File: src/rtl/dnn_neuron_bridge.sv
// dnn_neuron_bridge: CPU-side glue between a register file and a single
// hardware neuron. The bridge collects operand slots, launches the neuron,
// waits for its result and writes the sign-extended result back.
module dnn_neuron_bridge #(
    parameter int N_IN = 3,
    parameter int DW   = 16,
    parameter int OPW  = 12
) (
    input  logic               clk,
    input  logic               rst,
    input  logic [1:0]         dnn_sel,
    input  logic [31:0]        instruction,
    input  logic [31:0]        rd3,
    input  logic [31:0]        rd4,
    input  logic [DW-1:0]      y,
    input  logic               neuron_done,
    output logic [N_IN*DW-1:0] x_bus,
    output logic [N_IN*DW-1:0] w_bus,
    output logic [N_IN-1:0]    x_valid,
    output logic [N_IN-1:0]    w_valid,
    output logic               neuron_start,
    output logic               stall,
    output logic               dnn_write,
    output logic [4:0]         wr_addr,
    output logic [31:0]        wr_data,
    output logic               err
);

    typedef enum logic [1:0] {IDLE, BUSY, WB} state_e;
    typedef enum logic [1:0] {CMD_NONE, CMD_LOAD, CMD_FIRE, CMD_CLEAR} cmd_e;

    state_e             state_q, state_d;
    logic [N_IN*DW-1:0] x_bus_q, x_bus_d, w_bus_q, w_bus_d;
    logic [N_IN-1:0]    x_valid_q, x_valid_d, w_valid_q, w_valid_d;
    logic               start_q, start_d, write_q, write_d, err_q, err_d;
    logic [4:0]         wr_addr_q, wr_addr_d;
    logic [31:0]        wr_data_q, wr_data_d;

    cmd_e       cmd;
    logic       is_w;
    logic [2:0] idx;
    logic       unused_bits;

    assign cmd  = cmd_e'(dnn_sel);
    assign is_w = instruction[18];
    assign idx  = instruction[17:15];

    // Instruction fields the bridge does not decode.
    assign unused_bits = ^{instruction[31:19], instruction[14:12], instruction[6:0]};

    // Register field bits become the top OPW bits of a DW-wide operand.
    function automatic logic [DW-1:0] to_operand(input logic [31:0] rd);
        logic [DW-1:0] op;
        op = '0;
        op[DW-1 -: OPW] = rd[OPW-1:0];
        return op;
    endfunction

    // Next-state, datapath and output decode for the three-state sequencer.
    always_comb begin
        // NOTE: every signal written here gets a default first, so no path
        // leaves it unassigned and no latch is inferred.
        state_d   = state_q;
        x_bus_d   = x_bus_q;
        w_bus_d   = w_bus_q;
        x_valid_d = x_valid_q;
        w_valid_d = w_valid_q;
        wr_addr_d = wr_addr_q;
        wr_data_d = wr_data_q;
        start_d   = 1'b0;
        write_d   = 1'b0;
        err_d     = 1'b0;

        unique case (state_q)
            IDLE: begin
                unique case (cmd)
                    CMD_LOAD: begin
                        if (int'(idx) < N_IN) begin
                            // rd3 feeds slot idx, rd4 feeds slot idx+1 if it exists.
                            for (int k = 0; k < N_IN; k++) begin
                                if (k == int'(idx) || k == int'(idx) + 1) begin
                                    if (is_w) begin
                                        w_bus_d[k*DW +: DW] = to_operand(k == int'(idx) ? rd3 : rd4);
                                        w_valid_d[k]        = 1'b1;
                                    end else begin
                                        x_bus_d[k*DW +: DW] = to_operand(k == int'(idx) ? rd3 : rd4);
                                        x_valid_d[k]        = 1'b1;
                                    end
                                end
                            end
                        end else begin
                            err_d = 1'b1;
                        end
                    end
                    CMD_FIRE: begin
                        // A pending neuron_done is ignored here; fire wins.
                        if (&x_valid_q && &w_valid_q) begin
                            state_d   = BUSY;
                            start_d   = 1'b1;
                            wr_addr_d = instruction[11:7];
                        end else begin
                            err_d = 1'b1;
                        end
                    end
                    CMD_CLEAR: begin
                        x_valid_d = '0;
                        w_valid_d = '0;
                    end
                    default: ;
                endcase
            end
            BUSY: begin
                err_d = (cmd == CMD_LOAD) || (cmd == CMD_FIRE);
                // Leaving BUSY at once means a held-high done is only used once.
                if (neuron_done) begin
                    wr_data_d = 32'(signed'(y));
                    write_d   = 1'b1;
                    state_d   = WB;
                end
            end
            WB: begin
                err_d     = (cmd == CMD_LOAD) || (cmd == CMD_FIRE);
                x_valid_d = '0;
                state_d   = IDLE;
            end
            default: state_d = IDLE;
        endcase
    end

    // State and datapath registers; reset clears everything asynchronously.
    always_ff @(posedge clk or posedge rst) begin
        if (rst) begin
            state_q   <= IDLE;
            // NOTE: the operand slots are ordinary flops with a defined reset
            // value, not a RAM array, so clearing them on reset is intended.
            x_bus_q   <= '0;
            w_bus_q   <= '0;
            x_valid_q <= '0;
            w_valid_q <= '0;
            start_q   <= 1'b0;
            write_q   <= 1'b0;
            err_q     <= 1'b0;
            wr_addr_q <= '0;
            wr_data_q <= '0;
        end else begin
            // NOTE: non-blocking assignments so every register samples the
            // pre-edge values regardless of statement order.
            state_q   <= state_d;
            x_bus_q   <= x_bus_d;
            w_bus_q   <= w_bus_d;
            x_valid_q <= x_valid_d;
            w_valid_q <= w_valid_d;
            start_q   <= start_d;
            write_q   <= write_d;
            err_q     <= err_d;
            wr_addr_q <= wr_addr_d;
            wr_data_q <= wr_data_d;
        end
    end

    // stall follows the state so it drops the instant reset lands.
    assign stall        = (state_q != IDLE);
    assign x_bus        = x_bus_q;
    assign w_bus        = w_bus_q;
    assign x_valid      = x_valid_q;
    assign w_valid      = w_valid_q;
    assign neuron_start = start_q;
    assign dnn_write    = write_q;
    assign wr_addr      = wr_addr_q;
    assign wr_data      = wr_data_q;
    assign err          = err_q;

endmodule

File: config.mk
export PLATFORM = sky130hd
export DESIGN_NAME = dnn_neuron_bridge
export DESIGN_NICKNAME = d
export VERILOG_FILES = /design/src/rtl/dnn_neuron_bridge.sv
export SDC_FILE = /design/constraint.sdc
export NUM_CORES = 1
export LEC_CHECK = 0
export CELL_PAD_IN_SITES_DETAIL_PLACEMENT = 1
export CELL_PAD_IN_SITES_GLOBAL_PLACEMENT = 1
export CORE_MARGIN = 2
export CORE_UTILIZATION = 32
export CTS_BUF_LIST = sky130_fd_sc_hd__clkbuf_4 sky130_fd_sc_hd__clkbuf_8
export DETAILED_ROUTE_END_ITERATION = 7
export PLACE_DENSITY = 0.85
export SKIP_CTS_REPAIR_TIMING = 1
export SLEW_MARGIN = 20
export SYNTH_ARGS = -nofsm -noshare
export SYNTH_HDL_FRONTEND = slang
export SYNTH_SLANG_ARGS = --single-unit
export TNS_END_PERCENT = 30
File: constraint.sdc
create_clock -name clk -period 8.5 [get_ports clk]
set_input_delay 2.55 -clock clk [delete_from_list [all_inputs] [get_ports clk]]
set_output_delay 2.55 -clock clk [all_outputs]
set_load 0.005 [all_outputs]
==> results of run 1 <==
## cells by family (layout without fill, tap and decap cells)
family	after synthesis	in the layout	synth area share
DFF	104	104	0.550
adders and majority gates	8	8	0.0212
buffers and inverters	70	202	0.0971
other	1	24	0.000793
AOI/OAI and AO/OA	61	61	0.0680
and+or+nand+nor	84	84	0.0878
xor gates and xnor gates	1	1	0.00344
muxes	75	75	0.172
## state kept, by name (all words and copies together), names as in the netlist
signal and flops:
w_bus 36, w_valid 3, x_bus 36, wr_addr 5, x_valid 3, wr_data 16, state_q 2, err 1
dnn_write 1, neuron_start 1
## layout make-up
class	count	share of cell area
timing repair buffer	176	0.266
sequential	104	0.394
tap	184	0.0348
clock inverter	5	0.0121
multi-input combinational	253	0.266
clock buffer	11	0.0220
inverter	10	0.00606
## per-stage QoR
stage / hold slack (ns) / setup slack, ns / utilization / power (uW) / instances
floorplan: 0.473 / 3.22 / - / 816 / 427
global placement: 0.465 / 3.58 / 0.440 / 1080 / 726
detailed placement: 0.472 / 3.55 / 0.441 / 1100 / 727
CTS: 0.496 / 3.92 / 0.456 / 1460 / 743
global route: 0.517 / 3.81 / 0.456 / 1510 / 743
finish: 0.490 / 3.93 / 0.456 / 1430 / 743
## cell usage after synthesis, types with 2 or more instances
| cell | number |
|---|---|
| nor2b_1 | 3 |
| mux2_2 | 49 |
| a21oi_1 | 26 |
| nor2_1 | 31 |
| and4_1 | 3 |
| buf_2 | 6 |
| and2_1 | 2 |
| mux2i_1 | 26 |
| ha_1 | 8 |
| dfrtp_1 | 104 |
| o21ai_1 | 3 |
| nand2_1 | 31 |
| inv_1 | 10 |
| o21ai_0 | 28 |
| buf_6 | 3 |
| clkbuf_1 | 6 |
| buf_4 | 44 |
| nor3_1 | 4 |
## layer usage
metal	vias up	global-route usage	share of wire
met3	11	0.0513	0.072
met4	0	0.0569	0.013
met2	134	0.292	0.51
li1	1602	-	-
met1	1711	0.202	0.41
met5	-	0	0
## power breakdown
part           switching [uW]  internal (uW)  leakage [uW]  total, uW
Sequential               62.6            594       0.00132        657
Clock                     172            177      0.000109        349
Combinational             148            277       0.00146        424
## path summary, 6_finish.rpt
check	endpoint	depth (start not counted)
hold reg to reg	w_bus[25]$_DFFE_PP0P_	2
hold / removal	w_bus[25]$_DFFE_PP0P_	2
setup / recovery	stall	4
max in group asynchronous	wr_addr[2]$_DFFE_PP0P_	3
min in group asynchronous	x_bus[13]$_DFFE_PP0P_	2
setup reg to reg	x_bus[30]$_DFFE_PP0P_	6
## critical path: stages, from the launching register on
cell	delay [ns]
dfrtp_1	0.43
inv_1	0.13
ha_1	0.42
inv_1	0.19
clkdlybuf4s50_1	0.49
==> qor.csv, run 1 <==
metric,value,unit
outcome,"finished, final reports clean",
grt ovf,0,
synthesized flop and latch total,104,
minimum clock period after layout,4.57,ns
setup TNS,0,ns
nets,679,
Yosys warnings,0,
Die Ht,126,um
WP data required,5.95,ns
largest net degree at the start of global routing,60,
leak pwr,0.00289,uW
Synth area leaders,"dfrtp_1, mux2_2, buf_4, mux2i_1, o21ai_0",
Post-Syn Area,0.00473,mm^2
IO buf count,172,
FILL cells,1565,
total track usage,0.170,
clock transition at the registers of the reported paths,0.10,ns
ant diodes,0,
post-DP HPWL,10100,um
Post-Route WL,13200,um
Yosys cell types,35,
Tcrit/Tclk final,0.538,
R2R setup slack,6.10,ns
WS Path Type,reg2out,
clock sink count,104,
DR WL/cell,17.8,um
Syn-to-layout area delta,39.7,%
f_max,219,MHz
initial antenna violation count,0,
CP arrival,2.02,ns
I/O Pins,260,
Setup crit start,state_q[1]$_DFFE_PP0P_,
"Clk Latency, worst-skew pair",0.38,ns
HP Start,w_bus[25]$_DFFE_PP0P_,
"commonest non-fill, non-tap cell in the layout",clkdlybuf4s50_1,
Slew Limit Fails,0,
antenna-violating nets left,0,
worst r2r src,state_q[1]$_DFFE_PP0P_,
vias in the first global route,3724,
Pre-Repair DR Iteration Count,4,
# setup viols final,0,
Die Area,0.0158,mm^2
Synth Flop Type,dfrtp_1,
core outline area,0.0145,mm^2
Worst Hold Class,reg2reg,
relative slew slack,0.402,
CTS root buffer,clkbuf_8,
"Cell Area, Placed",0.00638,mm^2
row cnt,44,
via/cell ratio,4.65,
ys async rst share,1.00,
CTS max path bufs,2,
Synth area leader,dfrtp_1,
CP Launch Type,register,
Cells after Synth,404,
Die X,126,um
Power Dens Cells,216,mW/mm^2
Final Skew,0.0103,ns
register area,0.00260,mm^2
Post-synth EDFFs,0,
crit-path max FO,11,
VDD IR-drop max,0.0000898,V
DRC,0,
DRT iter0 DRCs,111,
via count of the routed design,3458,
multi-input logic area,0.00176,mm^2
max-cap violation count,0,
register area share after synthesis,0.550,
global placement routability congestion,0.765,
fin area,0.00661,mm^2
first-pass GRT wire length,20700,um
final hold violation count,0,
Crit. End Element,primary output,
Synth top area share,0.550,
Slew @ Worst Pin,0.895,ns
Initial Util,0.327,
Mean Syn Cell Area,11.7,um^2
layout cells sized above 1,0.136,
TritonCTS Buffers,9,
H-tree level count,3,
CTS tree,yes,
"commonest cells after routing, fill and taps aside","clkdlybuf4s50_1, dfrtp_1, mux2_2, nor2_1, nand2_1",
RSZ-0062 raised after global routing,no,
Note: power is estimated with default switching activity, not from simulation.
==> inputs of run 2 (changes only) <==
CORE_UTILIZATION = 30   (was 32)
PLACE_DENSITY = 0.8   (was 0.85)
clock period = 4.55 ns   (was 8.5 ns; I/O delays follow)
==> qor.csv, run 2 (synthesized netlist as in run 1, its figures left out) <==
metric,value,unit,change
"Clk Latency, worst-skew pair",0.38,ns,about the same
met2 WL post-DR,6980,um,was 6710 um
row cnt,45,,was 44
CTS root buffer,clkbuf_8,,unchanged
"Cell Area, Placed",0.00644,mm^2,was 0.00638 mm^2
CP Cell Sequence,inv_1 > ha_1 > inv_1 > clkdlybuf4s50_1,,unchanged
fin area,0.00665,mm^2,was 0.00661 mm^2
Worst Hold Class,reg2reg,,unchanged
total track usage,0.161,,was 0.170
highest routing layer actually used,met4,,unchanged
worst r2r src,state_q[0]$_DFFE_PP0P_,,was state_q[1]$_DFFE_PP0P_
r2r endpoint,x_bus[23]$_DFFE_PP0P_,,was x_bus[30]$_DFFE_PP0P_
"commonest non-fill, non-tap cell in the layout",clkdlybuf4s50_1,,unchanged
clock sink count,104,,unchanged
sw power,720,uW,was 383 uW
global placement routability congestion,0.794,,was 0.765
grt ovf,0,,unchanged
WP data required,3.18,ns,was 5.95 ns
Worst R2R Path Depth,6,,unchanged
RSZ-0062 raised after global routing,no,,unchanged
HP Start,x_bus[20]$_DFFE_PP0P_,,was w_bus[25]$_DFFE_PP0P_
FILL cells,1699,,"was 1,565"
post-route met1 wirelength,5280,um,was 5390 um
part of the power in combinational logic,0.303,,was 0.297
Power Dens Cells,396,mW/mm^2,was 216 mW/mm^2
outcome,"finished, final reports clean",,unchanged
minimum clock period after layout,3.37,ns,
initial antenna violation count,0,,unchanged
DRC,0,,unchanged
Buf/Inv on CP,3,,unchanged
Crit. End Element,primary output,,unchanged
f_max,296,MHz,
max incr delay on CP,0.50,ns,was 0.49 ns
DR WL/cell,17.4,um,was 17.8 um
# placed instances,758,,was 727
Slew Limit Fails,0,,unchanged
core outline area,0.0153,mm^2,was 0.0145 mm^2
Int Pwr,1910,uW,was 1050 uW
most frequent CP cell,inv_1,,unchanged
max-cap violation count,0,,unchanged
R2R setup slack,2.08,ns,was 6.10 ns
Clk pwr share,0.230,,was 0.244
post-DP HPWL,10300,um,"was 10,100 um"
antenna-violating nets left,0,,unchanged
Syn-to-layout area delta,40.6,%,was 39.7%
via count of the routed design,3485,,"was 3,458"
Slew @ Worst Pin,0.836,ns,was 0.895 ns
first-pass GRT wire length,20800,um,"was 20,700 um"
relative slew slack,0.442,,was 0.402
ant diodes,0,,unchanged
TritonCTS Buffers,9,,unchanged
vias in the first global route,3761,,"was 3,724"
I/O Pins,260,,unchanged
Die Area,0.0168,mm^2,was 0.0158 mm^2
Pre-Repair DR Iteration Count,4,,unchanged
pre-CTS setup slack,0.894,ns,was 3.55 ns
clock transition at the registers of the reported paths,0.10,ns,about the same
CP Launch Type,register,,unchanged
Reg power frac,0.467,,was 0.459
DRT iter0 DRCs,100,,was 111
final hold violation count,0,,unchanged
largest net degree at the start of global routing,87,,was 60
Post-Route WL,13400,um,"was 13,200 um"
"commonest cells after routing, fill and taps aside","clkdlybuf4s50_1, dfrtp_1, mux2_2, nor2_1, nand2_1",,unchanged
post-route setup slack,1.18,ns,was 3.93 ns
leak pwr,0.00290,uW,was 0.00289 uW
# setup viols final,0,,unchanged
Fin Hold WS,0.483,ns,was 0.490 ns
nets,683,,was 679
crit-path max FO,11,,unchanged
via/cell ratio,4.50,,was 4.65
setup TNS,0,ns,unchanged
multi-input logic area,0.00176,mm^2,unchanged
CP arrival,2.01,ns,was 2.02 ns
Initial Util,0.309,,was 0.327
fin cells,774,,was 743
depth of the worst hold-timing path,2,,unchanged
Die Ht,130,um,was 126 um
Final Skew,0.0149,ns,was 0.0103 ns
wire length on met3,861,um,was 954 um
CP max-delay cell,clkdlybuf4s50_1,,unchanged
CTS max path bufs,2,,unchanged
Tcrit/Tclk final,0.742,,
Sw Ratio,0.273,,was 0.268
IO buf count,172,,unchanged
Die X,130,um,was 126 um
VDD IR-drop max,0.000175,V,was 0.0000898 V
register area,0.00260,mm^2,unchanged
worst hold endpoint,x_bus[20]$_DFFE_PP0P_,,was w_bus[25]$_DFFE_PP0P_
layout cells sized above 1,0.142,,was 0.136
CTS tree,yes,,unchanged
WS Path Type,reg2out,,unchanged
"Largest delay share family, worst path",buffers and inverters,,unchanged
H-tree level count,3,,unchanged
[run 2: layout make-up]
| cell class | count | share of cell area |
|---|---|---|
| Clock buffer | 12 | 0.0230 |
| Clock inverter | 4 | 0.00771 |
| Inverter | 10 | 0.00640 |
| Multi-Input combinational cell | 253 | 0.264 |
| Sequential cell | 104 | 0.391 |
| Tap cell | 211 | 0.0397 |
| Timing Repair Buffer | 180 | 0.268 |
[run 2: power groups by stage]
stage,clock (uW),sequential (uW),combinational (uW)
2_1_floorplan,0,1240,280
3_3_place_gp,0,1230,782
3_5_place_dp,0,1250,807
4_1_cts,632,1230,811
5_1_grt,668,1260,866
6_report,606,1230,796
[run 2: worst register-to-register path: stages (launching register included)]
cell and delay (ns):
dfrtp_1 0.43, inv_1 0.11, ha_1 0.41, nand2_2 0.20, or4_1 0.85, nand2_1 0.20, o21ai_0 0.11
[run 2: layer usage]
layer	track usage	vias to the layer above
li1	-	1612
met1	0.190	1733
met2	0.279	118
met3	0.0471	22
met4	0.0582	0
met5	0	-
[run 2: how the worst max path moves through the flow]
stage	slack, ns	start	to	depth (start not counted)
finish	1.18	state_q[0]$_DFFE_PP0P_	stall	4
global route	1.02	state_q[0]$_DFFE_PP0P_	stall	4
CTS	1.13	state_q[0]$_DFFE_PP0P_	stall	4
detailed placement	0.89	dnn_sel[0]	x_bus[23]$_DFFE_PP0P_	6
global placement	1.01	dnn_sel[0]	x_bus[20]$_DFFE_PP0P_	6
floorplan	0.45	rst	dnn_write$_DFF_PP0_	1
[run 2: per-stage QoR]
stage / util / total power (uW)
floorplan: - / 1530
global placement: 0.421 / 2020
detailed placement: 0.421 / 2060
CTS: 0.434 / 2680
global route: 0.434 / 2790
finish: 0.434 / 2630
==> inputs of run 3 (changes only) <==
clock period = 3.49 ns   (was 4.55 ns; I/O delays follow)
==> qor.csv, run 3 (synthesized netlist as in run 1, its figures left out) <==
metric,value,unit,change
outcome,"finished, final reports clean",,unchanged
Die X,130,um,unchanged
row cnt,45,,unchanged
DRC,0,,unchanged
Final Skew,0.00793,ns,was 0.0149 ns
CTS max path bufs,2,,unchanged
depth of the worst hold-timing path,2,,unchanged
global placement routability congestion,0.781,,was 0.794
Die Area,0.0168,mm^2,unchanged
TritonCTS Buffers,9,,unchanged
most frequent CP cell,inv_1,,unchanged
WP data required,2.44,ns,was 3.18 ns
Initial Util,0.309,,unchanged
antenna-violating nets left,0,,unchanged
Tot Pwr,3360,uW,was 2630 uW
H-tree level count,3,,unchanged
nets,687,,was 683
CP Launch Type,register,,unchanged
I/O Pins,260,,unchanged
core outline area,0.0153,mm^2,unchanged
first-pass GRT wire length,20800,um,about the same
WP depth,4,,unchanged
WS Path Type,reg2out,,unchanged
grt ovf,0,,unchanged
setup TNS,0,ns,unchanged
DR WL/cell,17.0,um,was 17.4 um
Worst R2R Path Depth,7,,was 6
Slew @ Worst Pin,0.729,ns,was 0.836 ns
Die Ht,130,um,unchanged
f_max,328,MHz,
CTS root buffer,clkbuf_8,,unchanged
Fin Hold WS,0.491,ns,was 0.483 ns
Slew Limit Fails,0,,unchanged
final hold violation count,0,,unchanged
"commonest non-fill, non-tap cell in the layout",clkdlybuf4s50_1,,unchanged
clock sink count,104,,unchanged
Power Dens Cells,501,mW/mm^2,was 396 mW/mm^2
leak pwr,0.00292,uW,was 0.00290 uW
IO buf count,172,,unchanged
via count of the routed design,3498,,"was 3,485"
post-route setup slack,0.442,ns,was 1.18 ns
CP max-delay cell,clkdlybuf4s50_1,,unchanged
CP arrival,2.00,ns,was 2.01 ns
Syn-to-layout area delta,41.6,%,was 40.6%
# setup viols final,0,,unchanged
minimum clock period after layout,3.05,ns,
crit-path max FO,11,,unchanged
via/cell ratio,4.50,,about the same
CP Cell Sequence,inv_1 > ha_1 > inv_1 > clkdlybuf4s50_1,,unchanged
DRT iter0 DRCs,102,,was 100
Crit. End Element,primary output,,unchanged
clock transition at the registers of the reported paths,0.10,ns,about the same
post-DP HPWL,10100,um,"was 10,300 um"
"Largest delay share family, worst path",buffers and inverters,,unchanged
relative slew slack,0.512,,was 0.442
"commonest cells after routing, fill and taps aside","clkdlybuf4s50_1, dfrtp_1, mux2_2, nor2_1, nand2_1",,unchanged
largest net degree at the start of global routing,41,,was 87
vias in the first global route,3789,,"was 3,761"
max-cap violation count,0,,unchanged
"Clk Latency, worst-skew pair",0.39,ns,was 0.38 ns
Util after Layout,0.438,,was 0.434
Pre-Repair DR Iteration Count,4,,unchanged
CTS tree,yes,,unchanged
ant diodes,0,,unchanged
pre-CTS setup slack,0.452,ns,was 0.894 ns
max incr delay on CP,0.50,ns,about the same
Buf/Inv on CP,3,,unchanged
Worst Hold Class,reg2reg,,unchanged
layout cells sized above 1,0.148,,was 0.142
Tcrit/Tclk final,0.873,,
Post-Route WL,13200,um,"was 13,400 um"
RSZ-0062 raised after global routing,no,,unchanged
initial antenna violation count,0,,unchanged
VDD IR-drop max,0.000183,V,was 0.000175 V
total track usage,0.161,,about the same
==> run 3: cell count changes in the layout (fill, tap and decap cells not counted) <==
cell / previous run / this run
buf_12: 0 / 3
clkbuf_4: 2 / 0
clkinv_4: 0 / 2
buf_4: 8 / 9
bufinv_16: 1 / 0
clkinv_2: 1 / 2
clkinvlp_4: 1 / 2
inv_6: 2 / 1
nor3b_2: 1 / 0
nor3b_4: 0 / 1
==> run 3: worst paths after layout <==
check	start	slack [ns]	to
min in group asynchronous	rst	1.13	x_bus[20]$_DFFE_PP0P_
worst min register to register	w_bus[20]$_DFFE_PP0P_	0.49	w_bus[20]$_DFFE_PP0P_
max in group asynchronous	rst	1.71	x_bus[6]$_DFFE_PP0P_
worst max register to register	state_q[0]$_DFFE_PP0P_	1.37	x_bus[23]$_DFFE_PP0P_
worst min-delay path	w_bus[20]$_DFFE_PP0P_	0.49	w_bus[20]$_DFFE_PP0P_
worst max-delay path	state_q[0]$_DFFE_PP0P_	0.44	stall
==> run 3: worst min-delay path, cell delays in order, from the launching register on <==
cell	delay, ns
dfrtp_1	0.36
nand2_1	0.05
o21ai_0	0.06
==> run 3: cell type report <==
type,instances,area [um^2]
Tap cell,211,264
Clock buffer,10,138
Sequential cell,104,2600
Fill cell,1678,8610
Clock inverter,6,43.8
Multi-Input combinational cell,253,1760
Inverter,10,41.3
Timing Repair Buffer,184,1850
==> run 3: power by group <==
group          internal [uW]  leakage, uW  total, uW  switching, uW
Combinational            681      0.00151       1050            366
Clock                    282    0.0000926        716            434
Sequential              1450      0.00132       1600            149
==> run 3: per-layer routing <==
metal | GRT usage | vias to the layer above | wire length, um
li1 | - | 1626 | -
met1 | 0.197 | 1744 | 5420
met2 | 0.279 | 119 | 6810
met3 | 0.0537 | 9 | 866
met4 | 0.0316 | 0 | 133
met5 | 0 | - | 0
==> run 3: metrics by stage <==
| stage | instances | area [um^2] |
|---|---|---|
| floorplan | 427 | 4820 |
| global placement | 762 | 6520 |
| detailed placement | 762 | 6520 |
| CTS | 778 | 6700 |
| global route | 778 | 6700 |
| finish | 778 | 6700 |
